### config.mk
export PLATFORM = sky130hd
export DESIGN_NAME = serial_subtractor_flat
export DESIGN_NICKNAME = d
export VERILOG_FILES = /design/src/rtl/serial_subtractor_pkg.sv /design/src/rtl/serial_subtractor_if.sv /design/src/rtl/serial_subtractor_fa_cell.sv /design/src/rtl/serial_subtractor.sv /design/src/flat_wrapper.sv
export SDC_FILE = /design/constraint.sdc
export NUM_CORES = 1
export LEC_CHECK = 0
export CAP_MARGIN = 20
export CORE_MARGIN = 2
export CORE_UTILIZATION = 30
export DETAILED_ROUTE_END_ITERATION = 12
export PLACE_DENSITY_LB_ADDON = 0.1
export SLEW_MARGIN = 20
export SYNTH_ARGS = -nofsm -noshare
export SYNTH_HDL_FRONTEND = slang
export SYNTH_HIERARCHICAL = 1
export SYNTH_SLANG_ARGS = --single-unit
### constraint.sdc
create_clock -name clk -period 4.67 [get_ports clk]
set_input_delay 0.467 -clock clk [delete_from_list [all_inputs] [get_ports clk]]
set_output_delay 0.467 -clock clk [all_outputs]
set_load 0.05 [all_outputs]
### src/rtl/serial_subtractor_pkg.sv
// Shared definitions for the bit-serial arithmetic blocks: FSM state encoding
// and the initial carry that turns a + ~b into a - b.
package serial_arith_pkg;

  typedef enum logic [1:0] {
    IDLE  = 2'd0,
    SHIFT = 2'd1,
    DONE  = 2'd2
  } state_t;

  localparam logic CARRY_INIT = 1'b1;

endpackage

### src/rtl/serial_subtractor_if.sv
// Request/result bundle for serial_subtractor. The overflow signal exists only
// when SERIAL_SUBTRACTOR_OVERFLOW_EN is defined.
interface serial_subtractor_if #(
  parameter int WIDTH = 8
);
  logic             start;
  logic [WIDTH-1:0] a;
  logic [WIDTH-1:0] b;
  logic [WIDTH-1:0] diff;
  logic             borrow;
  logic             busy;
  logic             done;
`ifdef SERIAL_SUBTRACTOR_OVERFLOW_EN
  logic             overflow;

  modport master (output start, a, b, input diff, borrow, busy, done, overflow);
  modport slave  (input start, a, b, output diff, borrow, busy, done, overflow);
`else
  modport master (output start, a, b, input diff, borrow, busy, done);
  modport slave  (input start, a, b, output diff, borrow, busy, done);
`endif
endinterface

### src/rtl/serial_subtractor_fa_cell.sv
// One-bit combinational full adder, the single arithmetic cell of the serial loop.
module serial_fa_cell (
  input  logic a,
  input  logic b,
  input  logic cin,
  output logic sum,
  output logic cout
);
  assign sum  = a ^ b ^ cin;
  assign cout = (a & b) | (a & cin) | (b & cin);
endmodule

### src/rtl/serial_subtractor.sv
// Bit-serial two's-complement subtractor, LSB first, one bit per clock.
// Optional signed overflow output enabled by SERIAL_SUBTRACTOR_OVERFLOW_EN.
module serial_subtractor
  import serial_arith_pkg::*;
#(
  parameter int WIDTH = 8
) (
  input  logic                clk,
  input  logic                rst_n,
  serial_subtractor_if.slave  bus
);

  localparam int CNT_W = $clog2(WIDTH + 1);

  state_t           state;
  state_t           state_nxt;
  logic [WIDTH-1:0] a_sr;
  logic [WIDTH-1:0] b_sr;
  logic [WIDTH-1:0] res_sr;
  logic [WIDTH-1:0] diff_q;
  logic [CNT_W-1:0] cnt;
  logic             carry;
  logic             borrow_q;
  logic             sum_bit;
  logic             carry_out;
  logic             last_bit;
  logic             accept;
`ifdef SERIAL_SUBTRACTOR_OVERFLOW_EN
  logic             overflow_q;
`endif

  // Subtraction as a + ~b + 1: invert the subtrahend bit here, the +1 is the initial carry.
  serial_fa_cell u_fa (
    .a    (a_sr[0]),
    .b    (~b_sr[0]),
    .cin  (carry),
    .sum  (sum_bit),
    .cout (carry_out)
  );

  assign last_bit = (cnt == CNT_W'(WIDTH - 1));
  assign accept   = ((state == IDLE) || (state == DONE)) && bus.start;

  always_comb begin
    state_nxt = state;
    case (state)
      IDLE, DONE: state_nxt = bus.start ? SHIFT : IDLE;
      SHIFT:      state_nxt = last_bit ? DONE : SHIFT;
      default:    state_nxt = IDLE;
    endcase
  end

  always_ff @(posedge clk or negedge rst_n) begin
    if (!rst_n) begin
      state      <= IDLE;
      a_sr       <= '0;
      b_sr       <= '0;
      res_sr     <= '0;
      diff_q     <= '0;
      cnt        <= '0;
      carry      <= 1'b0;
      borrow_q   <= 1'b0;
`ifdef SERIAL_SUBTRACTOR_OVERFLOW_EN
      overflow_q <= 1'b0;
`endif
    end else begin
      state <= state_nxt;
      if (accept) begin
        a_sr  <= bus.a;
        b_sr  <= bus.b;
        carry <= CARRY_INIT;
        cnt   <= '0;
      end else if (state == SHIFT) begin
        a_sr   <= a_sr >> 1;
        b_sr   <= b_sr >> 1;
        res_sr <= {sum_bit, res_sr[WIDTH-1:1]};
        carry  <= carry_out;
        cnt    <= cnt + CNT_W'(1);
        // On the MSB edge, carry still holds the carry into the MSB.
        if (last_bit) begin
          diff_q     <= {sum_bit, res_sr[WIDTH-1:1]};
          borrow_q   <= ~carry_out;
`ifdef SERIAL_SUBTRACTOR_OVERFLOW_EN
          overflow_q <= carry ^ carry_out;
`endif
        end
      end
    end
  end

  assign bus.diff     = diff_q;
  assign bus.borrow   = borrow_q;
  assign bus.busy     = (state == SHIFT);
  assign bus.done     = (state == DONE);
`ifdef SERIAL_SUBTRACTOR_OVERFLOW_EN
  assign bus.overflow = overflow_q;
`endif

endmodule

### src/flat_wrapper.sv
// flat-port wrapper written by rule: the top's interface ports become plain ports
module serial_subtractor_flat import serial_arith_pkg::*;
#(
  parameter int WIDTH = 8
)
  (clk, rst_n, bus_start, bus_a, bus_b, bus_diff, bus_borrow, bus_busy, bus_done);
  serial_subtractor_if #(.WIDTH(WIDTH)) bus_i ();
  input  logic clk;
  input  logic rst_n;
  input wire logic [$bits(bus_i.start)-1:0] bus_start;
  input wire logic [$bits(bus_i.a)-1:0] bus_a;
  input wire logic [$bits(bus_i.b)-1:0] bus_b;
  output wire logic [$bits(bus_i.diff)-1:0] bus_diff;
  output wire logic [$bits(bus_i.borrow)-1:0] bus_borrow;
  output wire logic [$bits(bus_i.busy)-1:0] bus_busy;
  output wire logic [$bits(bus_i.done)-1:0] bus_done;
  assign bus_i.start = bus_start;
  assign bus_i.a = bus_a;
  assign bus_i.b = bus_b;
  assign bus_diff = bus_i.diff;
  assign bus_borrow = bus_i.borrow;
  assign bus_busy = bus_i.busy;
  assign bus_done = bus_i.done;
  serial_subtractor #(.WIDTH(WIDTH)) u_core (.clk(clk), .rst_n(rst_n), .bus(bus_i));
endmodule
==> results.yml, run 1 <==
critical_path:
  arrival_ns: 2.34
  worstRegToRegCells: 4
  reg2reg_slack_ns: 2.93
  reg2reg_to: "u_core/bus.diff[3]"
  worstReg2RegStart: "u_core/state[1]"
  worst_setup_path_start_kind: "flip-flop"
  cp_max_fo: 28
  required_ns: 4.20
  end_kind: "output pin"
  critPathKind: "flip-flop to output pin"
clocking:
  cts_root_buffer: "clkbuf_8"
  cts.hold.buffers_added: 0
  path_clk_slew_ns: 0.08
  cts.sinks: 39
  h-tree-depth: 2
  post_cts_resized: 0
  cts_tree: "yes"
  clock_path_buffers: 2
  cts-buffers-inserted: 5
  post_cts_buffers: 0
  insertion_delay_ns: 0.30
sta:
  final.period_utilization_pct: 60.11
  setup_viol: 0
  tightest_slew_ns: 1.051
  period_needed_ns: 2.807
  slew_violations: 0
  rsz0062_at_grt: "no"
  fmax_ghz: 0.3562
  clock_skew_ns: 0.008824
  hold_violations: 0
  setup_tns_ns: 0
  relSlewSlack_pct: 29.96
power_and_ir_drop:
  power.leakage_nw: 0.9263
  p_int_w: 0.0008929
  switching_share_pct: 41.60
  power_density_nw_per_um2: 736.5
  vdd_drop_max_uv: 346.7
  p_clk_share_pct: 16.7
  power.switching_w: 0.0006360
  power.share.sequential_pct: 38.6
  combPwrFrac_pct: 44.7
synth:
  synth_fp_nets: 180
  synth_seq_area_share_pct: 59.82
  syn_area_per_cell_um2: 10.26
  yosysUniqueCellTypes: 25
  syn-cell-area_um2: 1632
  yosysWarnings: 6
  syn_inst: 159
  ys_ff_latch: 39
  synth.top_cell.area_share_pct: 59.82
  synth_area_leaders: "dfrtp_1 60%, nand2_1 12%, mux2_2 6.2%"
  yosysTopAreaCell: "dfrtp_1"
final_layout:
  finalNetCount: 209
  area_growth_pct: 27.22
  drive_above_1_share_pct: 11.11
  antenna_cells: 0
  final_area_um2: 2076
global_routing:
  grt_pass1_wl_um: 5444
  antenna_found_initial: 0
  grt_pass1_vias: 1187
  track_usage_pct: 11.75
  grt_max_degree: 40
  grt_overflow: 0
die:
  die_w_um: 77.75
  initial_core_util_pct: 31.54
  rows: 26
  core-area_um2: 5172
  io_pins: 30
  fp.dieH_um: 77.75
  dieArea_um2: 6044
drt:
  vias: 1211
  detail-route-antenna-nets: 0
  wirelength_um: 3249
  first_pass_iters: 5
  first_iter_violations: 63
  viasPerCell: 4.676
  wl_per_cell_um: 12.54
  drc: 0
placement:
  gp_congestion: 0.6986
  portBuffers: 29
  placed_area_um2: 1972
  hpwl_um: 2029
run_status:
  outcome: "complete, no violations"
job:
  drv_cap: 0
worst_hold_path:
  hold_path_class: "input port to async pin"
==> worst max-delay path by stage <==
stage                               start       end
final                     u_core/state[1]  bus_busy
after global placement    u_core/state[1]  bus_busy
after global routing      u_core/state[1]  bus_busy
after floorplan           u_core/state[1]  bus_busy
after detailed placement  u_core/state[1]  bus_busy
after CTS                 u_core/state[1]  bus_busy
==> per-stage QoR <==
step | setup slack [ns] | utilization (%) | hold slack, ns | total power (W) | std cells
finish | 1.863 | 40.13 | 0.2839 | 0.001529 | 259
global route | 1.770 | 40.13 | 0.3495 | 0.001648 | 259
CTS | 1.846 | 40.13 | 0.3191 | 0.001548 | 259
detailed placement | 2.175 | 38.12 | 0.4771 | 0.001287 | 251
global placement | 2.196 | 38.12 | 0.4686 | 0.001277 | 251
floorplan | 3.139 | - | 0.1714 | 0.001094 | 159
==> worst max-delay path: stages (launching register included) <==
cell             delay, ns
dfrtp_1               0.37
nand2b_1              0.13
buf_4                 0.23
inv_2                 0.40
clkdlybuf4s50_1       0.90
==> power by group through the flow <==
stage / sequential [W] / clock, W / combinational, W
6_report: 0.000590 / 0.000255 / 0.000684
5_1_grt: 0.000612 / 0.000281 / 0.000755
4_1_cts: 0.000591 / 0.000264 / 0.000694
3_5_place_dp: 0.000596 / 0 / 0.000690
3_3_place_gp: 0.000592 / 0 / 0.000685
2_1_floorplan: 0.000717 / 0 / 0.000377
==> kinds of logic (layout without fill, tap and decap cells) <==
kind of cell               count (synthesis)  in the layout  synth area share [%]
and+or+nand+nor                           75             75                 19.17
DFF                                       39             39                 59.82
AOI/OAI and AO/OA                         20             20                 7.823
muxes                                     12             12                 8.052
buffers and inverters                     11             41                 3.144
adders and majority gates                  2              2                 1.994
==> layout by cell type, fill, tap and decap left out, types with 2 or more instances in the layout <==
cell type	netlist	routed
o21ai_0	2	2
mux2_2	9	9
a22o_1	2	2
clkbuf_8	0	7
clkdlybuf4s50_1	0	28
nand3_1	3	3
a21oi_1	2	2
a22oi_1	2	2
dfrtp_1	39	39
nor2_1	14	14
nand2b_1	2	2
mux2i_1	3	3
nand2_1	51	51
a31oi_1	11	11
inv_1	2	2
==> registers in the layout, indices dropped and copies added, names as in the netlist <==
signal,flops
u_core/a_sr,8
u_core/b_sr,8
u_core/bus.diff,8
u_core/res_sr,7
u_core/cnt,4
u_core/state,2
u_core/bus.borrow,1
u_core/carry,1
==> cells in the mapped netlist <==
cell type and count:
nand2_1 51, dfrtp_1 39, nor2_1 14, a31oi_1 11, mux2_2 9, clkbuf_1 5, mux2i_1 3, nand3_1 3
a21oi_1 2, a22o_1 2, a22oi_1 2, buf_2 2, inv_1 2, nand2b_1 2, o21ai_0 2, and2b_1 1
buf_6 1, fa_1 1, ha_1 1, inv_2 1, nand4_1 1, nor2b_1 1, nor3_1 1, nor3_4 1
o22ai_1 1
==> area by class of cell <==
type / instances / area (µm²)
fillers: 499 / 3097
well taps: 70 / 87.58
clock buffers: 7 / 96.34
repair buffers: 30 / 292.8
flip-flops and latches: 39 / 975.9
inverters: 3 / 11.26
multi-input cells: 109 / 604.3
clock inverters: 1 / 7.507
==> per-layer routing <==
metal	up-vias	global-route usage, %	part of all wire [%]
met2	25	17.59	47
met4	0	7.679	2.7
met3	10	3.140	4.2
li1	581	-	-
met5	-	0	0
met1	595	14.91	46
No activity file was read; power rests on OpenSTA's default activity.
==> run 2: changes to the inputs <==
clock period = 2.87 ns   (was 4.67 ns; I/O delays follow)
==> results.yml, run 2 (same netlist as run 1, synthesis figures left out) <==
placement:
  gp_congestion: 0.7217
  portBuffers: 29
  dp.cells: 251
  hpwl_um: 2091
global_routing:
  grt_max_degree: 40
  grt_pass1_wl_um: 5809
  grt_overflow: 0
  grt_pass1_vias: 1196
  antenna_found_initial: 0
  track_usage_pct: 12.26
drt:
  wl_per_cell_um: 12.72
  viasPerCell: 4.591
  drc: 0
  detail-route-antenna-nets: 0
  wirelength_um: 3295
  vias: 1189
  first_iter_violations: 70
  first_pass_iters: 4
die:
  fp.dieH_um: 77.75
  dieArea_um2: 6044
  core-area_um2: 5172
  rows: 26
  io_pins: 30
  die_w_um: 77.75
  initial_core_util_pct: 31.54
final_layout:
  layout_commonest_cell: "nand2_1"
  drive_above_1_share_pct: 11.11
  n_fill_cell: 498
  multi_input_area_um2: 604.3
  finalNetCount: 209
  area_growth_pct: 26.84
  layout.cells.non_filler: 259
  antenna_cells: 0
  seq_area_um2: 975.9
  final_cell_mix: "51 x nand2_1, 39 x dfrtp_1, 27 x clkdlybuf4s50_1"
critical_path:
  critPathKind: "flip-flop to output pin"
  worst_setup_path_start_kind: "flip-flop"
  cp_max_fo: 28
  end_kind: "output pin"
  arrival_ns: 1.83
  required_ns: 2.58
sta:
  setup_viol: 0
  rsz0062_at_grt: "no"
  slew_violations: 0
  period_needed_ns: 2.114
  clock_skew_ns: 0.005022
  fmax_ghz: 0.4730
  hold_violations: 0
  hold_slack_ns: 0.1190
  relSlewSlack_pct: 33.34
  tightest_slew_ns: 0.9999
  setup_tns_ns: 0
  final.period_utilization_pct: 73.67
job:
  drv_cap: 0
power_and_ir_drop:
  vdd_drop_max_uv: 458.7
  power.leakage_nw: 0.9279
  total_power_w: 0.002474
  power_density_nw_per_um2: 1196
worst_hold_path:
  hold_path_class: "input port to async pin"
clocking:
  post_cts_buffers: 0
  path_clk_slew_ns: 0.08
  cts-buffers-inserted: 5
  cts.hold.buffers_added: 0
  post_cts_resized: 0
  cts.sinks: 39
  h-tree-depth: 2
  insertion_delay_ns: 0.29
  cts_root_buffer: "clkbuf_8"
  cts_tree: "yes"
  clock_path_buffers: 2
run_status:
  outcome: "complete, no violations"
[run 2: cell type report]
class | instances | share of cell area, %
Clock buffer | 8 | 4.837
Tap cell | 70 | 4.232
Multi-Input combinational cell | 109 | 29.20
Sequential cell | 39 | 47.16
Inverter | 3 | 0.5441
Timing Repair Buffer | 30 | 14.03
[run 2: worst max-delay path, cell delays in order, from the launching register on]
cell and delay [ns]:
dfrtp_1 0.37, nand2b_1 0.38, inv_2 0.50, buf_4 0.29
[run 2: where the power goes]
group          switching [W]  total, W  internal (W)  leakage [nW]
Sequential          0.000152  0.000964      0.000813         0.478
Clock               0.000185  0.000404      0.000219        0.0515
Combinational       0.000691   0.00111      0.000416         0.399
Total                0.00103   0.00247       0.00145         0.928
[run 2: layer usage]
| metal | up-vias | global-route usage [%] | part of all wire, % |
|---|---|---|---|
| met5 | - | 0 | 0 |
| met3 | 5 | 3.372 | 3.9 |
| met1 | 572 | 16.47 | 50 |
| li1 | 589 | - | - |
| met4 | 0 | 5.714 | 1.5 |
| met2 | 23 | 18.36 | 44 |
[run 2: per-stage QoR]
stage / utilization, % / setup WS (ns) / cell area, µm²
6_report: 40.01 / 0.7557 / 2069
4_1_cts: 40.01 / 0.7126 / 2069
3_5_place_dp: 38.07 / 0.9998 / 1969
3_3_place_gp: 38.07 / 1.027 / 1969
5_1_grt: 40.01 / 0.6312 / 2069
2_1_floorplan: - / 1.406 / 1632
[run 2: worst paths after layout]
check / start / endpoint / slack [ns] / cells past startpoint
max reg2reg: u_core/state[1] / u_core/bus.diff[7] / 1.03 / 3
min in group clk: u_core/res_sr[1] / u_core/res_sr[1] / 0.48 / 2
min: rst_n / u_core/b_sr[3] / 0.12 / 1
max in group asynchronous: rst_n / u_core/a_sr[3] / 2.20 / 1
min reg2reg: u_core/res_sr[1] / u_core/res_sr[1] / 0.48 / 2
max: u_core/state[1] / bus_busy / 0.76 / 3
==> run 3: changes to the inputs <==
clock period = 2.1 ns   (was 2.87 ns; I/O delays follow)
==> results.yml, run 3 (same netlist as run 1, synthesis figures left out) <==
drt:
  vias: 1157
  detail-route-antenna-nets: 0
  wirelength_um: 3261
  first_iter_violations: 85
  drc: 0
  viasPerCell: 4.450
  wl_per_cell_um: 12.54
  first_pass_iters: 4
global_routing:
  track_usage_pct: 12.30
  grt_pass1_vias: 1187
  grt_pass1_wl_um: 5837
  antenna_found_initial: 0
  grt_max_degree: 40
  grt_overflow: 0
final_layout:
  final_area_um2: 2100
  drive_above_1_share_pct: 11.58
  layout_commonest_cell: "nand2_1"
  area_growth_pct: 28.68
  final_cell_mix: "51 x nand2_1, 39 x dfrtp_1, 27 x clkdlybuf4s50_1"
  finalNetCount: 211
  final_util_pct: 40.59
  antenna_cells: 0
sta:
  setup_tns_ns: 0
  final.period_utilization_pct: 90.80
  period_needed_ns: 1.907
  relSlewSlack_pct: 42.44
  hold_slack_ns: 0.02086
  hold_violations: 0
  fmax_ghz: 0.5244
  clock_skew_ns: 0.01384
  setup_viol: 0
  tightest_slew_ns: 0.8634
  rsz0062_at_grt: "no"
  slew_violations: 0
die:
  rows: 26
  io_pins: 30
  dieArea_um2: 6044
  core-area_um2: 5172
  fp.dieH_um: 77.75
  initial_core_util_pct: 31.54
  die_w_um: 77.75
power_and_ir_drop:
  power_density_nw_per_um2: 1662
  total_power_w: 0.003490
  power.leakage_nw: 0.9422
  vdd_drop_max_uv: 808.3
worst_hold_path:
  hold_path_class: "input port to async pin"
critical_path:
  end_kind: "output pin"
  required_ns: 1.89
  arrival_ns: 1.70
  cp_max_fo: 28
  critPathKind: "flip-flop to output pin"
  worst_setup_path_start_kind: "flip-flop"
  worstRegToRegCells: 5
clocking:
  cts.hold.buffers_added: 0
  h-tree-depth: 2
  cts_root_buffer: "clkbuf_8"
  cts-buffers-inserted: 5
  insertion_delay_ns: 0.29
  post_cts_buffers: 0
  cts.sinks: 39
  cts_tree: "yes"
  path_clk_slew_ns: 0.08
  clock_path_buffers: 2
  post_cts_resized: 0
placement:
  placed_area_um2: 1997
  hpwl_um: 2195
  portBuffers: 29
  gp_congestion: 0.7258
job:
  drv_cap: 0
run_status:
  outcome: "complete, no violations"
run 3: cell count changes in the layout (fill, tap and decap cells not counted):
cell / delta
buf_4: +1
bufinv_16: +1
clkbuf_8: -2
buf_12: +1
run 3: power by group:
| group | total (W) | leakage (nW) | internal [W] | switching [W] |
|---|---|---|---|---|
| clock network | 0.000604 | 0.0513 | 0.000348 | 0.000256 |
| registers | 0.00132 | 0.478 | 0.00111 | 0.000207 |
| logic | 0.00157 | 0.413 | 0.000616 | 0.000951 |
run 3: layout make-up:
class,count,area [µm²]
clock buffer,6,72.57
timing repair buffer,32,317.8
clock inverter,1,30.03
inverter,3,11.26
sequential,39,975.9
tap,70,87.58
multi-input combinational,109,604.3
fill,505,3073
run 3: metrics by stage:
stage | worst slack [ns] | instances
final | 0.1932 | 260
after global routing | 0.07894 | 260
after CTS | 0.1696 | 260
after detailed placement | 0.3733 | 253
after global placement | 0.4435 | 253
after floorplan | 0.6355 | 159
run 3: routing by layer:
| metal | vias to the layer above | track usage [%] | share of wire [%] |
|---|---|---|---|
| li1 | 585 | - | - |
| met1 | 547 | 16.63 | 49 |
| met2 | 20 | 19.05 | 46 |
| met3 | 5 | 2.907 | 3.6 |
| met4 | 0 | 4.821 | 1.3 |
| met5 | - | 0 | 0 |
run 3: final timing paths:
check | startpoint | end | slack [ns]
min in group clk | bus_b[3] | u_core/b_sr[3] | 0.48
max in group asynchronous | rst_n | u_core/a_sr[2] | 1.52
worst min register to register | u_core/res_sr[1] | u_core/res_sr[1] | 0.49
worst max register to register | u_core/state[1] | u_core/cnt[1] | 0.44
worst max-delay path | u_core/state[1] | bus_busy | 0.19
worst min-delay path | rst_n | u_core/b_sr[3] | 0.02
run 3: critical path, cell delays in order (launching register included):
cell      delay [ns]
dfrtp_1         0.38
nand2b_1        0.21
buf_4           0.23
inv_2           0.38
buf_12          0.20
